## src/rtl/clk_switch_ctrl.sv

```systemverilog
// -----------------------------------------------------------------------------
// clk_switch_ctrl
//
// Glitch-free clock-source switch controller for NUM_SRC clock sources.
// Lives entirely in the control clock domain and drives per-source gate
// enables to downstream clock-gating cells. A switch is break-before-make:
// every gate is held off for DEAD_CYCLES cycles before the new source is
// enabled. If the running source dies, the block can fail over to
// DEFAULT_SRC on its own.
//
// Parameters
//   NUM_SRC      number of clock sources (2..16)
//   SEL_W        width of the select fields (>= $clog2(NUM_SRC))
//   DEAD_CYCLES  cycles with every gate off between two sources (>= 1)
//   DEFAULT_SRC  source enabled after reset and the failover target
//
// Ports
//   clk          control clock, all logic on its rising edge
//   rst_n        synchronous active-low reset
//   req_valid    switch request valid
//   req_sel      requested source index
//   req_ready    request accepted on a cycle with req_valid & req_ready
//   src_ok       per-source alive flags, already synchronised to clk
//   fail_en      enables automatic failover to DEFAULT_SRC
//   gate_en      per-source gate enable, one-hot or all-zero
//   cur_sel      currently or most recently selected source
//   busy         switch sequence (dead time) in progress
//   switch_done  one-cycle pulse: new gate on, or same-source request done
//   req_err      one-cycle pulse: accepted request was rejected
//   fail_pulse   one-cycle pulse: failover started
//
// Handshake: a request transfers on a rising edge where req_valid and
// req_ready are both high. req_ready is combinational and only depends on
// the registered state and on the failover condition; req_valid may be
// raised at any time and the bench/requester must hold req_sel while
// req_valid is high and req_ready is low.
// -----------------------------------------------------------------------------
module clk_switch_ctrl #(
    parameter int NUM_SRC     = 4,
    parameter int SEL_W       = $clog2(NUM_SRC),
    parameter int DEAD_CYCLES = 4,
    parameter int DEFAULT_SRC = 0
) (
    input  logic               clk,
    input  logic               rst_n,
    input  logic               req_valid,
    input  logic [SEL_W-1:0]   req_sel,
    output logic               req_ready,
    input  logic [NUM_SRC-1:0] src_ok,
    input  logic               fail_en,
    output logic [NUM_SRC-1:0] gate_en,
    output logic [SEL_W-1:0]   cur_sel,
    output logic               busy,
    output logic               switch_done,
    output logic               req_err,
    output logic               fail_pulse
);

    localparam int CNT_W = $clog2(DEAD_CYCLES + 1);

    localparam logic [0:0] ST_OFF    = 1'b0;  // all gates off, dead time running
    localparam logic [0:0] ST_ACTIVE = 1'b1;  // one gate on, idle

    localparam logic [CNT_W-1:0] CNT_LOAD = CNT_W'(DEAD_CYCLES);
    localparam logic [SEL_W-1:0] DEF_SEL  = SEL_W'(DEFAULT_SRC);

    logic [0:0]         state;
    logic [CNT_W-1:0]   cnt;

    logic               req_ok;       // requested index in range and alive
    logic               cur_ok;       // currently selected source alive
    logic               def_ok;       // default source alive
    logic               failover_cond;
    logic [NUM_SRC-1:0] cur_onehot;

    // Index lookups done by comparison so an out-of-range req_sel simply
    // yields "not ok" instead of reading past the end of src_ok.
    always_comb begin
        req_ok     = 1'b0;
        cur_ok     = 1'b0;
        cur_onehot = '0;
        for (int i = 0; i < NUM_SRC; i++) begin
            if (req_sel == SEL_W'(i)) req_ok = src_ok[i];
            if (cur_sel == SEL_W'(i)) begin
                cur_ok        = src_ok[i];
                cur_onehot[i] = 1'b1;
            end
        end
    end

    assign def_ok = src_ok[DEFAULT_SRC];

    // Failover only when it can actually help: the default source must be
    // alive and we must not already be on it.
    assign failover_cond = (state == ST_ACTIVE) && fail_en && !cur_ok &&
                           (cur_sel != DEF_SEL) && def_ok;

    assign req_ready = (state == ST_ACTIVE) && !failover_cond;

    always_ff @(posedge clk) begin
        if (!rst_n) begin
            state       <= ST_OFF;
            cnt         <= CNT_LOAD;
            gate_en     <= '0;
            cur_sel     <= DEF_SEL;
            busy        <= 1'b1;
            switch_done <= 1'b0;
            req_err     <= 1'b0;
            fail_pulse  <= 1'b0;
        end else begin
            switch_done <= 1'b0;
            req_err     <= 1'b0;
            fail_pulse  <= 1'b0;
            case (state)
                ST_OFF: begin
                    // Target src_ok is deliberately not rechecked here; the
                    // failover check picks it up again once ACTIVE.
                    if (cnt == CNT_W'(1)) begin
                        gate_en     <= cur_onehot;
                        busy        <= 1'b0;
                        switch_done <= 1'b1;
                        state       <= ST_ACTIVE;
                    end else begin
                        cnt <= cnt - CNT_W'(1);
                    end
                end
                default: begin
                    if (failover_cond) begin
                        gate_en    <= '0;
                        cur_sel    <= DEF_SEL;
                        busy       <= 1'b1;
                        cnt        <= CNT_LOAD;
                        state      <= ST_OFF;
                        fail_pulse <= 1'b1;
                    end else if (req_valid) begin
                        if (!req_ok) begin
                            req_err <= 1'b1;
                        end else if (req_sel == cur_sel) begin
                            switch_done <= 1'b1;
                        end else begin
                            gate_en <= '0;
                            cur_sel <= req_sel;
                            busy    <= 1'b1;
                            cnt     <= CNT_LOAD;
                            state   <= ST_OFF;
                        end
                    end
                end
            endcase
        end
    end

endmodule
```

## config.mk

```make
export PLATFORM = sky130hd
export DESIGN_NAME = clk_switch_ctrl
export DESIGN_NICKNAME = d
export VERILOG_FILES = /design/src/rtl/clk_switch_ctrl.sv
export SDC_FILE = /design/constraint.sdc
export NUM_CORES = 1
export LEC_CHECK = 0
export CORE_UTILIZATION = 49
export CTS_BUF_LIST = sky130_fd_sc_hd__clkbuf_4
export CTS_CLUSTER_SIZE = 30
export DETAILED_ROUTE_END_ITERATION = 8
export PLACE_DENSITY = 0.8
export SYNTH_ARGS = -nofsm -noshare
export SYNTH_HDL_FRONTEND = slang
export SYNTH_SLANG_ARGS = --single-unit
export TNS_END_PERCENT = 20
```

## constraint.sdc

```tcl
create_clock -name clk -period 2.05 [get_ports clk]
set_input_delay 0.41 -clock clk [delete_from_list [all_inputs] [get_ports clk]]
set_output_delay 0.41 -clock clk [all_outputs]
set_load 0.005 [all_outputs]
```

==> results of run 1 <==
where the power goes:
group	total (µW)	switching, µW	internal, µW
clock	156	88.1	68.0
combinational	263	123	140
sequential	342	30.0	312
total	762	241	521
metrics by stage:
stage	power, µW	setup TNS, ps
floorplan	509	0
global placement	595	-956
detailed placement	613	-1230
CTS	762	0
global route	809	0
finish	762	0
per-layer routing:
metal,routed length [µm],up-vias
met2,922,20
met3,75,2
met4,10,0
met5,0,-
met1,731,333
li1,-,351
cell type report:
type	count	share of cell area, %
tap	16	1.85
sequential	14	26.0
clock buffer	3	2.08
timing repair buffer	33	26.7
inverter	2	0.693
multi-input combinational	59	42.7
cell families (layout without fill, tap and decap cells):
group	Yosys count	in the layout	share of synthesized area [%]
adders and majority gates	2	2	3.19
and+or+nand+nor	35	35	23.9
xor gates and xnor gates	2	2	2.23
buffers and inverters	8	38	6.38
muxes	6	6	10.0
DFF	14	14	35.7
AOI/OAI and AO/OA	14	14	18.5
worst max-delay path: cells and delay by family:
kind | cells | cell delay, ps
buffers and inverters | 2 | 540
and+or+nand+nor | 1 | 150
AOI/OAI and AO/OA | 1 | 190
muxes | 1 | 280
final timing paths:
path	depth (start not counted)	slack, ps	startpoint	to
hold reg to reg	2	480	cnt[1]$_SDFFE_PN0P_	cnt[1]$_SDFFE_PN0P_
setup / recovery	5	70	src_ok[1]	req_ready
setup reg to reg	5	340	cur_sel[1]$_SDFFE_PN0P_	cnt[0]$_SDFFE_PN0P_
hold / removal	2	480	cnt[1]$_SDFFE_PN0P_	cnt[1]$_SDFFE_PN0P_
cells in the final DEF (no fill, tap or decap), types with 2 or more instances in the layout:
| master | Yosys | routed |
|---|---|---|
| sky130_fd_sc_hd__and2_1 | 3 | 3 |
| sky130_fd_sc_hd__clkbuf_4 | 0 | 3 |
| sky130_fd_sc_hd__nor2_1 | 3 | 3 |
| sky130_fd_sc_hd__clkdlybuf4s50_1 | 0 | 16 |
| sky130_fd_sc_hd__buf_4 | 1 | 13 |
| sky130_fd_sc_hd__o21ai_1 | 2 | 2 |
| sky130_fd_sc_hd__inv_1 | 2 | 2 |
| sky130_fd_sc_hd__nand2_1 | 8 | 8 |
| sky130_fd_sc_hd__ha_1 | 2 | 2 |
| sky130_fd_sc_hd__dlygate4sd2_1 | 0 | 3 |
| sky130_fd_sc_hd__o21a_1 | 3 | 3 |
| sky130_fd_sc_hd__dfxtp_1 | 14 | 13 |
| sky130_fd_sc_hd__mux2_4 | 1 | 2 |
| sky130_fd_sc_hd__mux2i_1 | 3 | 3 |
| sky130_fd_sc_hd__nor3b_1 | 4 | 4 |
| sky130_fd_sc_hd__nor3_1 | 10 | 10 |
| sky130_fd_sc_hd__nand3_1 | 3 | 2 |
| sky130_fd_sc_hd__xor2_1 | 2 | 2 |
state kept, by name, summed over array words and instances (netlist names):
name	flops
req_err	1
cur_sel	2
state	1
cnt	3
switch_done	1
gate_en	4
fail_pulse	1
busy	1
==> impl_metrics.json, run 1 <==
{
  "outcome": "finished clean",
  "antenna_cells_inserted": 0,
  "std_cell_rows": 14,
  "grt_setup_unrepaired": "false",
  "syn_area_um2": 785,
  "final_core_util_pct": 71.9,
  "power-per-cell-area_mw_per_mm2": 703,
  "cts-root-to-sink-buffers": 2,
  "floorplan.core_area_mm2": 0.00151,
  "routed_wl_mm": 1.74,
  "synthDominantAreaCellType": "sky130_fd_sc_hd__dfxtp_1",
  "detail_route.wl_per_cell_um": 13.7,
  "grt_first_pass_wirelength_mm": 2.95,
  "postSynthNetCount": 93,
  "hold_viol": 0,
  "netlist.area_leader.share_pct": 35.7,
  "postcts_resize_cnt": 10,
  "cts_made_buffers": 3,
  "ctsHoldBuffers": 0,
  "final_critical_path_setup_slack_ps": 71.0,
  "timing.critical_path.slowest_stage_cell": "sky130_fd_sc_hd__clkdlybuf4s50_1",
  "first_global_vias": 710,
  "grtUsageMet2_pct": 40.3,
  "relSlewSlack_pct": 55.9,
  "skew_ps": 2.33,
  "pre_cts_ws_ps": -414,
  "syn-mean-instance-area_um2": 9.69,
  "grt_use_met1_pct": 24.5,
  "drt_drc": 0,
  "fp.dieArea_mm2": 0.00176,
  "die_y_um": 42.0,
  "numPlacedInstances": 124,
  "floorplan.initialDensity_pct": 52.1,
  "root_buffer_cell": "sky130_fd_sc_hd__clkbuf_4",
  "post-route-cell-area_mm2": 0.00108,
  "place.port_buffers": 20,
  "regArea_um2": 282,
  "maxSlewViolCount": 0,
  "timing_worst_slew_pin_value_ps": 660,
  "dieWidth_um": 42.0,
  "worstSetupPathType": "input port to primary output",
  "clk_transition_reported_paths_ps": 90,
  "routed-via-count": 706,
  "synth_enable_flop_cells": 0,
  "post_synth_num_cell_types": 33,
  "placedInstanceArea_mm2": 0.00106,
  "seq_area_frac_synth_pct": 35.7,
  "worstPathArrival_ps": 1570,
  "grt_antenna_before_repair": 0,
  "max_freq_mhz": 505,
  "cts_num_sinks": 14,
  "final_antenna_net_count": 0,
  "design.portCount": 21,
  "max_cap_violations": 0,
  "worstPathMaxFanout": 2,
  "gp_routability_congestion": 0.767,
  "ys_warn_count": 0,
  "proportion_of_synthesized_flip_flops_having_asynchronous_set_or_reset_pct": 0,
  "final_min_period_over_clock_period_pct": 96.5,
  "final-setup-viol-count": 0,
  "drt-pass1-iter-count": 4,
  "post-dp-hpwl_mm": 1.32,
  "track_usage_pct": 21.9,
  "critPathRequiredTime_ps": 1640,
  "startpoint_type": "input port",
  "syn_to_final_growth_pct": 38.1,
  "vias_per_cell": 5.56,
  "grt_util_met3_pct": 4.74,
  "largest_net_degree_at_the_start_of_global_routing": 12,
  "stdcell_count": 127,
  "gr-total-overflow": 0,
  "multi_input_area_um2": 463,
  "synth.top_cells.by_count": "sky130_fd_sc_hd__dfxtp_1, sky130_fd_sc_hd__nor3_1, sky130_fd_sc_hd__nand2_1, sky130_fd_sc_hd__nor3b_1",
  "number_of_cells_produced_by_synthesis": 81,
  "cts_tree": "done",
  "htreeDepth": 1,
  "post_cts.repair.setup_buffers": 0,
  "num-fill-cells": 114,
  "post_route_cells_drive_above_1_share_pct": 26.1,
  "clock_insertion_delay_worst_skew_ps": 270,
  "irDropWorstVdd_mv": 0.500,
  "finalHoldWorstSlack_ps": 483,
  "hold_class": "register to register",
  "first_iter_violations": 13,
  "yosys_register_bits": 14,
  "critPathMaxStageDelay_ps": 420,
  "postSynth.topFlopCell": "sky130_fd_sc_hd__dfxtp_1",
  "power_leakage_uw": 0.000420,
  "crit_chain": "clkdlybuf4s50_1 > mux2_4 > o22a_4 > and2_1 > buf_2",
  "grt.busiest_layer": "met2",
  "cp-end-kind": "primary output",
  "synth_most_common_cell": "sky130_fd_sc_hd__dfxtp_1",
  "period_minus_slack_ps": 1980,
  "design.final.nets": 125,
  "netlist_top_cells_area": "sky130_fd_sc_hd__dfxtp_1, sky130_fd_sc_hd__nor3_1, sky130_fd_sc_hd__mux2i_1"
}
Note: power is estimated with default switching activity, not from simulation.
==> inputs of run 2 (changes only) <==
--- a/constraint.sdc
+++ b/constraint.sdc
@@ -3,2 +3,2 @@
 set_output_delay 0.41 -clock clk [all_outputs]
-set_load 0.005 [all_outputs]
+set_load 0.01 [all_outputs]
==> run 2 against run 1 <==
Critical path type unchanged; core utilization rose by 0.17 points; worst hold slack improved by 6.1 ps; first-iteration DRC count rose by 85%; sequential share of layout area fell by 0.17 points; largest power group unchanged; die area did not move; cell area rose by 0.23%; clock skew fell by 0.91 ps; power rose by 1.5%.
==> impl_metrics.json, run 2 (same netlist as run 1, synthesis figures left out) <==
{
  "hold_start": "cnt[1]$_SDFFE_PN0P_",
  "period_minus_slack_ps": 2010,
  "setup.reg_to_reg.worst_slack_ps": 300,
  "timing.critical_path.slowest_stage_cell": "sky130_fd_sc_hd__clkdlybuf4s50_1",
  "worstPathMaxFanout": 2,
  "hold_viol": 0,
  "worstPathArrival_ps": 1600,
  "grt_use_met1_pct": 24.3,
  "critPathMaxStageDelay_ps": 410,
  "post_cts.repair.setup_buffers": 0,
  "max_freq_mhz": 499,
  "power.switching_uw": 251,
  "clock_insertion_delay_worst_skew_ps": 280,
  "gp_routability_congestion": 0.767,
  "grtUsageMet2_pct": 38.4,
  "outcome": "finished clean",
  "vias_per_cell": 5.75,
  "cellInternalPower_uw": 522,
  "cts-root-to-sink-buffers": 2,
  "top_regs": "gate_en (4), cnt (3), cur_sel (2)",
  "place.port_buffers": 20,
  "floorplan.core_area_mm2": 0.00151,
  "floorplan.initialDensity_pct": 52.1,
  "startpoint_type": "input port",
  "antenna_cells_inserted": 0,
  "cts_made_buffers": 3,
  "final-setup-viol-count": 0,
  "timing.rr.start": "cur_sel[1]$_SDFFE_PN0P_",
  "power_leakage_uw": 0.000432,
  "sequentialPowerShare_pct": 44.2,
  "cts_tree": "done",
  "finalHoldWorstSlack_ps": 489,
  "clk_transition_reported_paths_ps": 90,
  "htreeDepth": 1,
  "grt.busiest_layer": "met2",
  "dieWidth_um": 42.0,
  "grt_setup_unrepaired": "false",
  "multi_input_area_um2": 459,
  "skew_ps": 1.43,
  "layout_commonest_cell": "sky130_fd_sc_hd__clkdlybuf4s50_1",
  "worstSetupPathType": "input port to primary output",
  "pre_cts_ws_ps": -445,
  "routed-via-count": 730,
  "clock_power_share_pct": 20.7,
  "registers.top_by_ff_count": "gate_en",
  "regArea_um2": 280,
  "final_critical_path_setup_slack_ps": 44.0,
  "first_iter_violations": 24,
  "timing_worst_slew_pin_value_ps": 672,
  "grt_first_pass_wirelength_mm": 2.88,
  "power-per-cell-area_mw_per_mm2": 712,
  "timing.reg2reg.worst_path_depth": 5,
  "setup_tns_ps": 0,
  "design.final.nets": 125,
  "final_core_util_pct": 72.1,
  "gr-total-overflow": 0,
  "fp.dieArea_mm2": 0.00176,
  "grt_antenna_before_repair": 0,
  "routed_wl_mm": 1.79,
  "final_min_period_over_clock_period_pct": 97.9,
  "maxSlewViolCount": 0,
  "design.portCount": 21,
  "final_antenna_net_count": 0,
  "largest_register_ff_count": 4,
  "irDropWorstVdd_mv": 0.501,
  "cts_num_sinks": 14,
  "crit_chain": "clkdlybuf4s50_1 > mux2_2 > o22a_4 > and2_1 > buf_2",
  "combPwrFrac_pct": 35.1,
  "num-fill-cells": 113,
  "critPathRequiredTime_ps": 1640,
  "highest_count_cells_in_the_layout_ignoring_fill_and_taps": "sky130_fd_sc_hd__clkdlybuf4s50_1, sky130_fd_sc_hd__dfxtp_1, sky130_fd_sc_hd__buf_4",
  "relSlewSlack_pct": 55.1,
  "detail_route.wl_per_cell_um": 14.1,
  "grt_util_met3_pct": 4.74,
  "std_cell_rows": 14,
  "post_route_cells_drive_above_1_share_pct": 25.2,
  "endpoint": "req_ready",
  "worst_setup_path_startpoint": "src_ok[3]",
  "track_usage_pct": 21.3,
  "die_y_um": 42.0,
  "post-dp-hpwl_mm": 1.32,
  "root_buffer_cell": "sky130_fd_sc_hd__clkbuf_4",
  "largest_net_degree_at_the_start_of_global_routing": 12,
  "drt_drc": 0,
  "ctsHoldBuffers": 0,
  "power.switching_fraction_pct": 32.5,
  "post_layout_total_power_uw": 773,
  "max_cap_violations": 0,
  "syn_to_final_growth_pct": 38.4,
  "hold_class": "register to register",
  "first_global_vias": 702,
  "cp-end-kind": "primary output",
  "regToRegEndpoint": "cnt[0]$_SDFFE_PN0P_",
  "drt-pass1-iter-count": 4
}
[run 2: cell types whose count changed in the layout (fill, tap and decap cells not counted), sizes merged]
| cell | before | now |
|---|---|---|
| dlymetal6s2s | 0 | 2 |
| dlygate4sd2 | 3 | 1 |
[run 2: power groups by stage]
stage | Clock, µW | Combinational, µW | Sequential (µW)
global placement | 0 | 259 | 341
floorplan | 0 | 173 | 342
detailed placement | 0 | 271 | 347
finish | 160 | 272 | 341
global route | 172 | 296 | 348
CTS | 158 | 269 | 341
[run 2: worst min path at each step]
stage	endpoint	slack [ps]	cells after the start
after floorplan	cnt[1]$_SDFFE_PN0P_	430	2
after CTS	cnt[1]$_SDFFE_PN0P_	490	2
after detailed placement	cnt[1]$_SDFFE_PN0P_	480	2
after global routing	cnt[1]$_SDFFE_PN0P_	510	2
final	cnt[1]$_SDFFE_PN0P_	490	2
after global placement	cnt[1]$_SDFFE_PN0P_	440	2
[run 2: what timing repair did]
| item | CTS | global route |
|---|---|---|
| gates resized for setup | 5 | 3 |
| pin swaps | 1 | 1 |
| endpoints found under the setup margin | 1 | 1 |
[run 2: area by class of cell]
cell class / count / area share (%)
well taps: 16 / 1.84
clock buffers: 3 / 2.07
flip-flops and latches: 14 / 25.8
multi-input cells: 59 / 42.3
repair buffers: 33 / 27.3
inverters: 2 / 0.691
[run 2: routing by layer]
| layer | wire [µm] | vias up |
|---|---|---|
| met1 | 748 | 330 |
| li1 | - | 354 |
| met4 | 52 | 0 |
| met3 | 83 | 12 |
| met2 | 901 | 34 |
| met5 | 0 | - |
[run 2: stage by stage]
stage / instance area (µm²) / instances
4_1_cts: 1080 / 127
5_1_grt: 1090 / 127
3_3_place_gp: 1060 / 124
6_report: 1090 / 127
3_5_place_dp: 1060 / 124
2_1_floorplan: 785 / 81
[run 2: critical path, delay by kind of cell]
kind	cells	cell delay, ps
and+or+nand+nor	1	150
muxes	1	290
AOI/OAI and AO/OA	1	190
buffers and inverters	2	550
